## src/rtl/uart_pkg.sv

```systemverilog
// Shared types and constants for the UART transmit arbiter.
package uart_pkg;

  localparam int UART_BYTE_W = 8;

  typedef enum logic [1:0] {
    IDLE,
    LAUNCH,
    WAIT_BUSY,
    WAIT_DONE
  } arb_state_e;

endpackage

```

## src/rtl/uart_tx_arbiter_rr_pick.sv

```systemverilog
// Combinational round-robin picker: first eligible request after last_i,
// wrapping modulo N_REQ, returned as one-hot grant and index.
module rr_pick #(
  parameter int N_REQ = 4,
  parameter int ID_W  = 2
) (
  input  logic [N_REQ-1:0] req_i,
  input  logic [N_REQ-1:0] mask_i,
  input  logic [ID_W-1:0]  last_i,
  output logic [N_REQ-1:0] grant_o,
  output logic [ID_W-1:0]  idx_o,
  output logic             any_o
);

  localparam int unsigned NR = N_REQ;

  logic [N_REQ-1:0] elig;
  logic [N_REQ-1:0] elig_sh;
  int unsigned      cand;

  assign elig = req_i & mask_i;

  always_comb begin
    grant_o = '0;
    idx_o   = '0;
    any_o   = 1'b0;
    cand    = 0;
    elig_sh = '0;
    // k = NR wraps back onto last_i itself, so it is searched last
    for (int unsigned k = 1; k <= NR; k++) begin
      cand    = (32'(last_i) + k) % NR;
      elig_sh = elig >> cand;
      if (!any_o && elig_sh[0]) begin
        any_o   = 1'b1;
        grant_o = N_REQ'(1) << cand;
        idx_o   = ID_W'(cand);
      end
    end
  end

endmodule

```

## src/rtl/uart_tx_arbiter.sv

```systemverilog
// Round-robin arbiter sharing one uart_tx among N_REQ byte producers.
// Define UART_ARB_FRAME_LOCK_EN to hold the grant on one requester until req_last.
module uart_tx_arbiter
  import uart_pkg::*;
#(
  parameter int N_REQ = 4,
  parameter int ID_W  = 2
) (
  input  logic                         clk,
  input  logic                         rst,
  input  logic [N_REQ-1:0]             req_valid,
  input  logic [UART_BYTE_W*N_REQ-1:0] req_data,
  input  logic [N_REQ-1:0]             req_last,
  output logic [N_REQ-1:0]             req_ready,
  output logic                         tx_start,
  output logic [UART_BYTE_W-1:0]       tx_data,
  input  logic                         tx_busy,
  output logic [ID_W-1:0]              grant_id,
  output logic                         active
);

  arb_state_e             state_q, state_d;
  logic [UART_BYTE_W-1:0] tx_data_q, tx_data_d;
  logic [ID_W-1:0]        grant_id_q, grant_id_d;
  logic [ID_W-1:0]        last_q, last_d;
  logic [N_REQ-1:0]       mask;
  logic [N_REQ-1:0]       pick_gnt;
  logic [ID_W-1:0]        pick_idx;
  logic                   pick_any;
  logic                   accept;

`ifdef UART_ARB_FRAME_LOCK_EN
  logic             lock_q, lock_d;
  logic [N_REQ-1:0] last_sh;

  // The lock owner is always the most recently accepted requester
  assign mask    = lock_q ? (N_REQ'(1) << last_q) : '1;
  assign last_sh = req_last >> pick_idx;
  assign lock_d  = accept ? ~last_sh[0] : lock_q;

  always_ff @(posedge clk) begin
    if (rst) lock_q <= 1'b0;
    else     lock_q <= lock_d;
  end
`else
  logic unused_last;

  assign mask        = '1;
  assign unused_last = ^req_last;
`endif

  rr_pick #(
    .N_REQ (N_REQ),
    .ID_W  (ID_W)
  ) u_pick (
    .req_i   (req_valid),
    .mask_i  (mask),
    .last_i  (last_q),
    .grant_o (pick_gnt),
    .idx_o   (pick_idx),
    .any_o   (pick_any)
  );

  assign accept    = (state_q == IDLE) && !tx_busy && pick_any;
  assign req_ready = accept ? pick_gnt : '0;
  assign tx_start  = (state_q == LAUNCH);
  assign active    = (state_q != IDLE);
  assign tx_data   = tx_data_q;
  assign grant_id  = grant_id_q;

  always_comb begin
    state_d    = state_q;
    tx_data_d  = tx_data_q;
    grant_id_d = grant_id_q;
    last_d     = last_q;
    case (state_q)
      IDLE: begin
        if (accept) begin
          state_d    = LAUNCH;
          tx_data_d  = UART_BYTE_W'(req_data >> (32'(pick_idx) * UART_BYTE_W));
          grant_id_d = pick_idx;
          last_d     = pick_idx;
        end
      end
      LAUNCH:    state_d = WAIT_BUSY;
      WAIT_BUSY: if (tx_busy)  state_d = WAIT_DONE;
      WAIT_DONE: if (!tx_busy) state_d = IDLE;
      default:   state_d = IDLE;
    endcase
  end

  always_ff @(posedge clk) begin
    if (rst) begin
      state_q    <= IDLE;
      tx_data_q  <= '0;
      grant_id_q <= '0;
      last_q     <= ID_W'(N_REQ - 1);
    end else begin
      state_q    <= state_d;
      tx_data_q  <= tx_data_d;
      grant_id_q <= grant_id_d;
      last_q     <= last_d;
    end
  end

endmodule

```

## config.mk

```make
export PLATFORM = sky130hd
export DESIGN_NAME = uart_tx_arbiter
export DESIGN_NICKNAME = d
export VERILOG_FILES = /design/src/rtl/uart_pkg.sv /design/src/rtl/uart_tx_arbiter_rr_pick.sv /design/src/rtl/uart_tx_arbiter.sv
export SDC_FILE = /design/constraint.sdc
export NUM_CORES = 1
export LEC_CHECK = 0
export ABC_AREA = 1
export CORE_MARGIN = 2
export CORE_UTILIZATION = 48
export CTS_CLUSTER_SIZE = 14
export DETAILED_ROUTE_END_ITERATION = 10
export HOLD_SLACK_MARGIN = 0.02
export PLACE_DENSITY = 0.92
export SYNTH_ARGS = -nofsm -noshare
export SYNTH_HDL_FRONTEND = slang
export SYNTH_SLANG_ARGS = --single-unit
export TNS_END_PERCENT = 1
```

## constraint.sdc

```tcl
create_clock -name clk -period 4 [get_ports clk]
set_input_delay 0.6 -clock clk [delete_from_list [all_inputs] [get_ports clk]]
set_output_delay 0.6 -clock clk [all_outputs]
set_load 0.1 [all_outputs]
```

Yosys cells after proc, flatten, opt, wreduce, memory -nomap -nowiden
Index checks and enable logic that the tools add are counted.
Storage, ports and cells
  register bits: 14
Operators by class
  add/subtract/negate cells: 4
  equality and inequality tests: 6
  shift-type cells: 9
  mux-type cells: 17
  reductions and logical operators: 13
Operators by type and width (count)
  32-bit by 5-bit >> shifter with 8-bit output: 1
  4-bit 2-to-1 mux: 5
  1-bit by 2-bit left shift with 4-bit output, first input constant: 4
  4-bit by 2-bit >> shifter with 1-bit output: 4
  2-bit 2-to-1 mux: 7
  2-bit one-hot mux with 4 select lines: 1
  2-bit inequality test, second input constant: 3
  1-bit logical AND: 5
  2-bit by 1-bit adder with 2-bit output, second input constant: 2
  2-bit adder, second input constant: 2
  2-bit == test, second input constant: 2
  1-bit zero test: 4
  1-bit 2-to-1 mux: 4
  3-bit AND reduction: 1
  2-bit by 1-bit == test with 1-bit output, second input constant: 1
  2-bit zero test: 1
  2-bit AND reduction: 1
  2-bit nonzero test: 1

Logic depth before layout (Yosys ltp)
Gate-level depths: netlist (run 1).
  depth in word-level cells: 15
  depth in mapped cells: 17
  mapped depth without buffers: 15

Hierarchy
A second synthesis (run 1) with hierarchy kept.
Unflattened totals
  cells, all modules: 286
  area total of the unflattened synthesis: 1729.2 um^2
By module, submodules not included
  uart_tx_arbiter: instances 1, cells each 190, area each 1147.4 um^2, seq. area each 280.3 um^2
  rr_pick: instances 1, cells each 96, area each 581.8 um^2, seq. area each 0.0 um^2

Worst setup path before layout (run 1)
Ideal clock, no wire load.
  kind: register to output
  start point: reg last_q[1]
  end point: out req_ready[0]
  arrival: 3.236 ns
  setup slack: 0.164 ns
  cell stages (with the launch flop): 11
  cell sequence: dfxtp_1 > inv_1 > ha_1 > inv_1 > nand3_2 > nand2_4 > nor2_8 > nand2_1 > nor2_1 > nand2_1 > a21oi_1
On the way
  word-level cells in the longest chain between the ends: 14
Ends and longest elaborated chain
  start, declared: line uart_tx_arbiter.sv:25  | logic [ID_W-1:0] last_q, last_d;
  start signal, assigned: line uart_tx_arbiter.sv:97  | last_q <= ID_W'(N_REQ - 1);
  start signal, assigned: line uart_tx_arbiter.sv:102  | last_q <= last_d;
  2-bit by 1-bit adder with 2-bit output: line uart_tx_arbiter_rr_pick.sv:31  | cand = (32'(last_i) + k) % NR;
  4-bit by 2-bit >> shifter with 1-bit output: line uart_tx_arbiter_rr_pick.sv:32  | elig_sh = elig >> cand;
  1-bit 2-to-1 mux: line uart_tx_arbiter_rr_pick.sv:33  | if (!any_o && elig_sh[0]) begin
  1-bit zero test: line uart_tx_arbiter_rr_pick.sv:33
  1-bit logical AND: line uart_tx_arbiter_rr_pick.sv:33
  1-bit 2-to-1 mux: line uart_tx_arbiter_rr_pick.sv:33
  1-bit zero test: line uart_tx_arbiter_rr_pick.sv:33
  1-bit logical AND: line uart_tx_arbiter_rr_pick.sv:33
  1-bit 2-to-1 mux: line uart_tx_arbiter_rr_pick.sv:33
  1-bit zero test: line uart_tx_arbiter_rr_pick.sv:33
  1-bit logical AND: line uart_tx_arbiter_rr_pick.sv:33
  1-bit 2-to-1 mux: line uart_tx_arbiter_rr_pick.sv:33
  1-bit logical AND: line uart_tx_arbiter.sv:64  | assign accept = (state_q == IDLE) && !tx_busy && pick_any;
  4-bit 2-to-1 mux *: line uart_tx_arbiter.sv:65  | assign req_ready = accept ? pick_gnt : '0;
  end, declared: line uart_tx_arbiter.sv:14  | output logic [N_REQ-1:0] req_ready,
Every way passes the cells marked *; elsewhere a longest branch is shown, timed or not.

Worst setup path after layout (run 1)
  start point: reg last_q[1]
  end point: out req_ready[2]
Same word-level chain as after synthesis.

==> run metrics, run 1 <==
status=completed; largest net degree at the start of global routing=22; measured slew at the worst slew-check pin=1.00 ns; Syn Nets=297; setup_tns=0 ns; synthesized area=1530 sq um; mean area per synthesized cell=6.32 sq um; top-area cell type share of the netlist area=18.3%; CTS Hold Buffers Added=0; Rel. slew slack=32.9%; grt ovf=0; commonest cells after routing, fill and taps aside=nand2_1, clkdlybuf4s50_1, inv_1; clock-pin slew on the worst setup and hold paths=0.07 ns; area of the die=3650 sq um; commonest non-fill, non-tap cell in the layout=nand2_1; Clock Skew=0.00178 ns; Final Cycle Share=88.9%; Yosys reg bits=14; met3 Use GR=4.69%; # rows=20; Reg2Reg Launch Point=last_q[1]; gp weighted congestion=0.859; crit path capture type=output pin; htree depth=1; critical-path maximum fanout=8; final slew viol count=0; post-layout min period=3.56 ns; hold crit path type=reg2reg; Hold Path Origin=grant_id[0]; Yosys top cell by area=dfxtp_1; DRC Markers=0; Fmax achieved=281 MHz; crit path kind=reg2out; vias in the first global route=1,556; CP arrival=2.96 ns; Iter 0 DRT Violations=64; clock buffer depth=2; Routed WL=3740 microns; RSZ-0062 raised after global routing=no; Final nets=352; IO Count=59; post-DP HPWL=2920 microns; gr busiest metal=met2; Final Hold Fails=0; Mapped Cells=242; met1 Use GR=24.0%; area delta synth->final=37.3%; top cells by area, synth=dfxtp_1, nand2_1, nand3_1, ha_1, inv_1; CTS Buf Count=3; Critical Path Source=last_q[1]; Core Region=3050 sq um; remaining antenna violation count=0; crit start category=flip-flop; routed via count=1,678; met2 Use GR=38.0%; register area share after synthesis=18.3%; Worst-Skew Late Latency=0.27 ns; CTS tree=done; DR WL/cell=11.0 microns; Die H=60.4 microns; number of buffers added on ports=54; die width=60.4 microns; final setup vio count=0; router iterations before antenna repair=4; antenna violations before repair=0; Yosys Warn Count=0; diodes inserted=0; Cell variety after synth=29; critical path required time=3.40 ns; post_cts resized=0; # Post-CTS Setup Buffers=0; Max-Cap Viols=0; via density per instance=4.95; CTS Root Cell=clkbuf_4; Initial Utilization=50.1%; GRT Total Usage=21.0%; first-pass GRT wire length=6000 microns; fraction of layout cells with a size suffix above 1=11.9%; # clock sinks=14
stage by stage:
stage | utilization [%] | cells | hold slack (ns) | instance area, sq um | worst slack, ns
after floorplan | - | 242 | 0.517 | 1530 | 0.164
after global placement | 68.0 | 336 | 0.464 | 2080 | 0.815
after detailed placement | 68.0 | 336 | 0.471 | 2080 | 0.783
after CTS | 68.8 | 339 | 0.481 | 2100 | 0.474
after global routing | 68.8 | 339 | 0.497 | 2100 | 0.277
final | 68.8 | 339 | 0.477 | 2100 | 0.443
cells in the mapped netlist:
library cell  number
nand2_2            7
o21ai_0            3
ha_1              12
nor2_2             1
a21boi_0           1
a22oi_1            4
o211ai_1           2
nor3_1             2
a21oi_1            9
nor2_8             1
nand3_1           33
nand3_4            2
nor2_1            27
nand2_4            3
inv_2              2
buf_6              3
a31o_2             1
inv_1             38
nand3_2            3
buf_4              1
inv_4              1
nor3b_2            4
nand2_1           62
dfxtp_1           14
inv_8              1
o21ai_4            1
mux2i_1            1
clkbuf_1           1
o21ai_1            2
cells by family after synthesis:
| logic type | share of synthesized area (%) |
|---|---|
| flip-flops | 18.3 |
| AND/OR/NAND/NOR | 47.6 |
| AO/OA/AOI/OAI | 9.66 |
| adder cells (fa/ha/maj) | 9.82 |
| buffers and inverters | 13.9 |
| multiplexers | 0.655 |
critical path, stage by stage, from the launching register on:
cell and delay [ns]:
dfxtp_1 0.52, inv_1 0.23, ha_1 0.44, inv_1 0.12
nand3_2 0.11, nand2_4 0.10, nor2_8 0.16, nand2_1 0.14
nor2_1 0.25, nand2_1 0.08, a31o_2 0.21, inv_1 0.05
buf_4 0.27
state kept, by name (all words and copies together) (netlist names):
name and count:
tx_data 8, grant_id 2, last_q 2, state_q 2
layer usage:
layer	wire (microns)	vias to the layer above
li1	-	871
met1	1560	737
met2	1780	63
met3	341	7
met4	53	0
met5	0	-
final timing paths:
| check | cells after the start | to | slack, ns |
|---|---|---|---|
| worst max-delay path | 12 | req_ready[2] | 0.44 |
| worst min-delay path | 2 | grant_id[0] | 0.48 |
| worst max register to register | 13 | tx_data[6] | 1.33 |
| worst min register to register | 2 | grant_id[0] | 0.48 |
layout make-up:
type                            instances  area [sq um]
Multi-Input combinational cell        181          1040
Fill cell                             288           953
Timing Repair Buffer                   55           538
Sequential cell                        14           280
Inverter                               42           168
Tap cell                               44          55.1
Clock buffer                            3          22.5
Power of run 1 is left out: the tool's default activity adds up to more than one toggle a clock period on the data nets, which glitch-free logic cannot reach.
==> run 2: changes to the inputs <==
MAX_ROUTING_LAYER = met4   (was default)
PLACE_DENSITY = default   (was 0.92)
PLACE_DENSITY_LB_ADDON = 0.12   (was default)
==> run 2 against run 1 <==
  * Die area unchanged
  * Final cell count is 0.29% higher
  * Register-to-register slack improved by 0.05 ns
  * Sequential share of layout area is 0.17 points lower
  * Clock skew grew 0.0018 ns
  * First-iteration DRC count up 39%
  * Global-route usage fell by 0.51 points
  * Via count decreased by 3.2%
  * Largest cell class unchanged
  * Count of clock-buffer cells in the layout is 1 higher
==> run metrics, run 2 (synthesis results as in run 1) <==
post-DP HPWL=2700 microns; router iterations before antenna repair=4; area of the multi-input gates=1040 sq um; crit path capture type=output pin; antenna violations before repair=0; Routed WL=3470 microns; worst path cell trace=inv_1, ha_1, inv_1, nand3_2, nand2_4, nor2_8, nand2_1, nor2_1, nand2_1, a31o_2, inv_1, buf_12; most used cell, CP=inv_1; Worst-Skew Late Latency=0.28 ns; critical-path maximum fanout=8; Seq. cell area=280 sq um; DRC Markers=0; clock-pin slew on the worst setup and hold paths=0.09 ns; post-layout min period=3.46 ns; slowest stage delay, CP=0.50 ns; measured slew at the worst slew-check pin=0.995 ns; CTS Buf Count=3; routed via count=1,625; setup_tns=0 ns; Clock Skew=0.00357 ns; utilization after layout=69.6%; status=completed; area delta synth->final=39.0%; DR WL/cell=10.2 microns; IO Count=59; Core Region=3050 sq um; CP delay by family, top=simple AND/OR/NAND/NOR gates; # Post-CTS Setup Buffers=0; crit start category=flip-flop; diodes inserted=0; crit path kind=reg2out; final setup vio count=0; area of the die=3650 sq um; via density per instance=4.78; # clock sinks=14; commonest cells after routing, fill and taps aside=nand2_1, clkdlybuf4s50_1, inv_1; first-pass GRT wire length=5720 microns; # rows=20; final slew viol count=0; htree depth=1; Placed Instances=336; CP max stage cell=dfxtp_1; gp weighted congestion=0.911; max reg flops=8; fin area=2130 sq um; clock buffer depth=2; Max-Cap Viols=0; CTS Root Cell=clkbuf_4; remaining antenna violation count=0; Final Hold Fails=0; fraction of layout cells with a size suffix above 1=12.2%; Final Cycle Share=86.5%; CP arrival=2.86 ns; die width=60.4 microns; largest net degree at the start of global routing=22; Die H=60.4 microns; Rel. slew slack=33.4%; Iter 0 DRT Violations=89; critical path required time=3.40 ns; Buf/Inv on CP=4; number of buffers added on ports=54; vias in the first global route=1,382; GRT Total Usage=20.5%; RSZ-0062 raised after global routing=no; Initial Utilization=50.1%; commonest non-fill, non-tap cell in the layout=nand2_1; fin cells=340; CTS Hold Buffers Added=0; post_cts resized=0; # fillers=286; CTS tree=done; Placed Area=2090 sq um; Final nets=352; grt ovf=0; hold crit path type=reg2reg; Fmax achieved=289 MHz
run 2: final cells by class:
| class | count | area share (%) |
|---|---|---|
| inverters | 42 | 7.89 |
| well taps | 44 | 2.59 |
| repair buffers | 55 | 25.9 |
| clock buffers | 4 | 1.71 |
| multi-input cells | 181 | 48.7 |
| flip-flops and latches | 14 | 13.2 |
run 2: per-layer routing:
layer,vias to the layer above,routed length [microns],track usage (%),share of wire [%]
met5,-,0,-,0
met4,0,24,4.97,0.69
met3,4,218,3.20,6.3
met2,45,1580,33.9,46
met1,703,1640,26.5,47
li1,873,-,-,-
run 2: path summary, 6_finish.rpt:
path,startpoint,end,slack [ns],depth (start not counted)
max,last_q[1],req_ready[2],0.54,12
min,grant_id[1],grant_id[1],0.48,2
max reg2reg,last_q[1],tx_data[3],1.38,14
min reg2reg,grant_id[1],grant_id[1],0.48,2
run 2: per-stage QoR:
stage | worst slack [ns] | hold WS [ns]
2_1_floorplan | 0.164 | 0.517
6_report | 0.540 | 0.476
5_1_grt | 0.303 | 0.486
4_1_cts | 0.533 | 0.474
3_5_place_dp | 0.837 | 0.460
3_3_place_gp | 0.862 | 0.459
run 2: worst register-to-register path, delay by kind of cell (launching register included):
kind | cells | cell delay, ns
DFF | 1 | 0.50
buffers and inverters | 3 | 0.51
and+or+nand+nor | 9 | 0.96
adders and majority gates | 1 | 0.42
AOI/OAI and AO/OA | 1 | 0.18
Power of run 2 is left out for the same reason.
==> run 3: changes to the inputs <==
CORE_UTILIZATION = 44   (was 48)
CTS_CLUSTER_DIAMETER = 100   (was default)
GPL_ROUTABILITY_DRIVEN = 0   (was default)
clock period = 3.75 ns   (was 4 ns; I/O delays follow)
==> run 3 against run 2 <==
  * Global-route usage down 1.0 points
  * First-iteration DRC count increased by 20%
  * Via count up 0.55%
  * Largest cell class unchanged
  * Highest routed layer unchanged
==> run metrics, run 3 (synthesis results as in run 1) <==
CTS tree=done; Iter 0 DRT Violations=107; Core Region=3340 sq um; diodes inserted=0; RSZ-0062 raised after global routing=no; post-layout min period=3.44 ns; hold path depth=2; Final Hold Fails=0; # clock sinks=14; fraction of layout cells with a size suffix above 1=12.5%; CTS Root Cell=clkbuf_4; area delta synth->final=41.2%; post-DP HPWL=2850 microns; via density per instance=4.79; critical path required time=3.19 ns; clock buffer depth=2; utilization after layout=64.7%; htree depth=1; antenna violations before repair=0; router iterations before antenna repair=4; grt ovf=0; # rows=21; vias in the first global route=1,469; GRT Total Usage=19.5%; DRC Markers=0; commonest non-fill, non-tap cell in the layout=nand2_1; crit path capture type=output pin; commonest cells after routing, fill and taps aside=nand2_1, clkdlybuf4s50_1, inv_1; clock-pin slew on the worst setup and hold paths=0.08 ns; Final Cycle Share=91.7%; Initial Utilization=45.8%; Die H=63.0 microns; Placed Area=2130 sq um; Routed WL=3640 microns; Clock Skew=0.00648 ns; status=completed; final slew viol count=0; max reg flops=8; Max-Cap Viols=0; area of the die=3960 sq um; crit path kind=reg2out; first-pass GRT wire length=6240 microns; Final nets=352; Worst R2R Path Depth=13; # Post-CTS Setup Buffers=0; final setup vio count=0; Worst-Skew Late Latency=0.28 ns; CP arrival=2.88 ns; # fillers=338; remaining antenna violation count=0; Fmax achieved=291 MHz; die width=63.0 microns; fin area=2160 sq um; largest net degree at the start of global routing=22; hold crit path type=reg2reg; number of buffers added on ports=54; routed via count=1,634; measured slew at the worst slew-check pin=0.985 ns; DR WL/cell=10.7 microns; CTS Buf Count=3; Rel. slew slack=34.1%; IO Count=59; setup_tns=0 ns; critical-path maximum fanout=8; crit start category=flip-flop
-- run 3: changes by cell type in the layout (fill, tap and decap cells not counted) --
cell      change
a21oi_1       -1
nor2_1        -1
clkbuf_8      -1
nor2_2        +1
a21oi_2       +1
buf_12        +3
buf_4         -3
-- run 3: metrics by stage --
step           hold slack (ns)  setup WS, ns  cells
5_1_grt                  0.526        0.0652    341
2_1_floorplan            0.517       -0.0482    242
3_5_place_dp             0.463         0.554    338
6_report                 0.477         0.312    341
4_1_cts                  0.479         0.223    341
3_3_place_gp             0.468         0.607    338
-- run 3: per-layer routing --
| metal | vias up | track usage, % | part of all wire, % |
|---|---|---|---|
| li1 | 873 | - | - |
| met1 | 711 | 24.4 | 47 |
| met2 | 45 | 31.6 | 46 |
| met3 | 5 | 4.14 | 6.3 |
| met4 | 0 | 5.56 | 0.99 |
| met5 | - | - | 0 |
-- run 3: worst max-delay path, cell delays in order, from the launching register on --
cell,delay [ns]
dfxtp_1,0.52
inv_1,0.23
ha_1,0.42
inv_1,0.10
nand3_2,0.11
nand2_4,0.10
nor2_8,0.16
nand2_1,0.15
nor2_2,0.22
nand2_1,0.08
a21oi_1,0.28
buf_12,0.22
-- run 3: layout make-up --
cell class              count  area, sq um  area share [%]
inverters                  42          168            7.77
multi-input cells         181         1040            48.3
flip-flops and latches     14          280            13.0
clock buffers               3         22.5            1.04
repair buffers             55          588            27.2
well taps                  46         57.6            2.67
-- run 3: timing repair --
| item | in CTS | in global routing |
|---|---|---|
| setup endpoints to repair | 0 | 2 |
| resized for setup | 0 | 1 |
| endpoints found under the hold margin | 0 | 0 |
| hold buffers | 0 | 0 |
-- run 3: path summary, 6_finish.rpt --
kind,slack [ns],to,start
worst max-delay path,0.31,req_ready[1],last_q[1]
worst min-delay path,0.48,grant_id[1],grant_id[1]
worst max register to register,1.07,tx_data[6],last_q[1]
worst min register to register,0.48,grant_id[1],grant_id[1]
Power of run 3 is left out for the same reason.
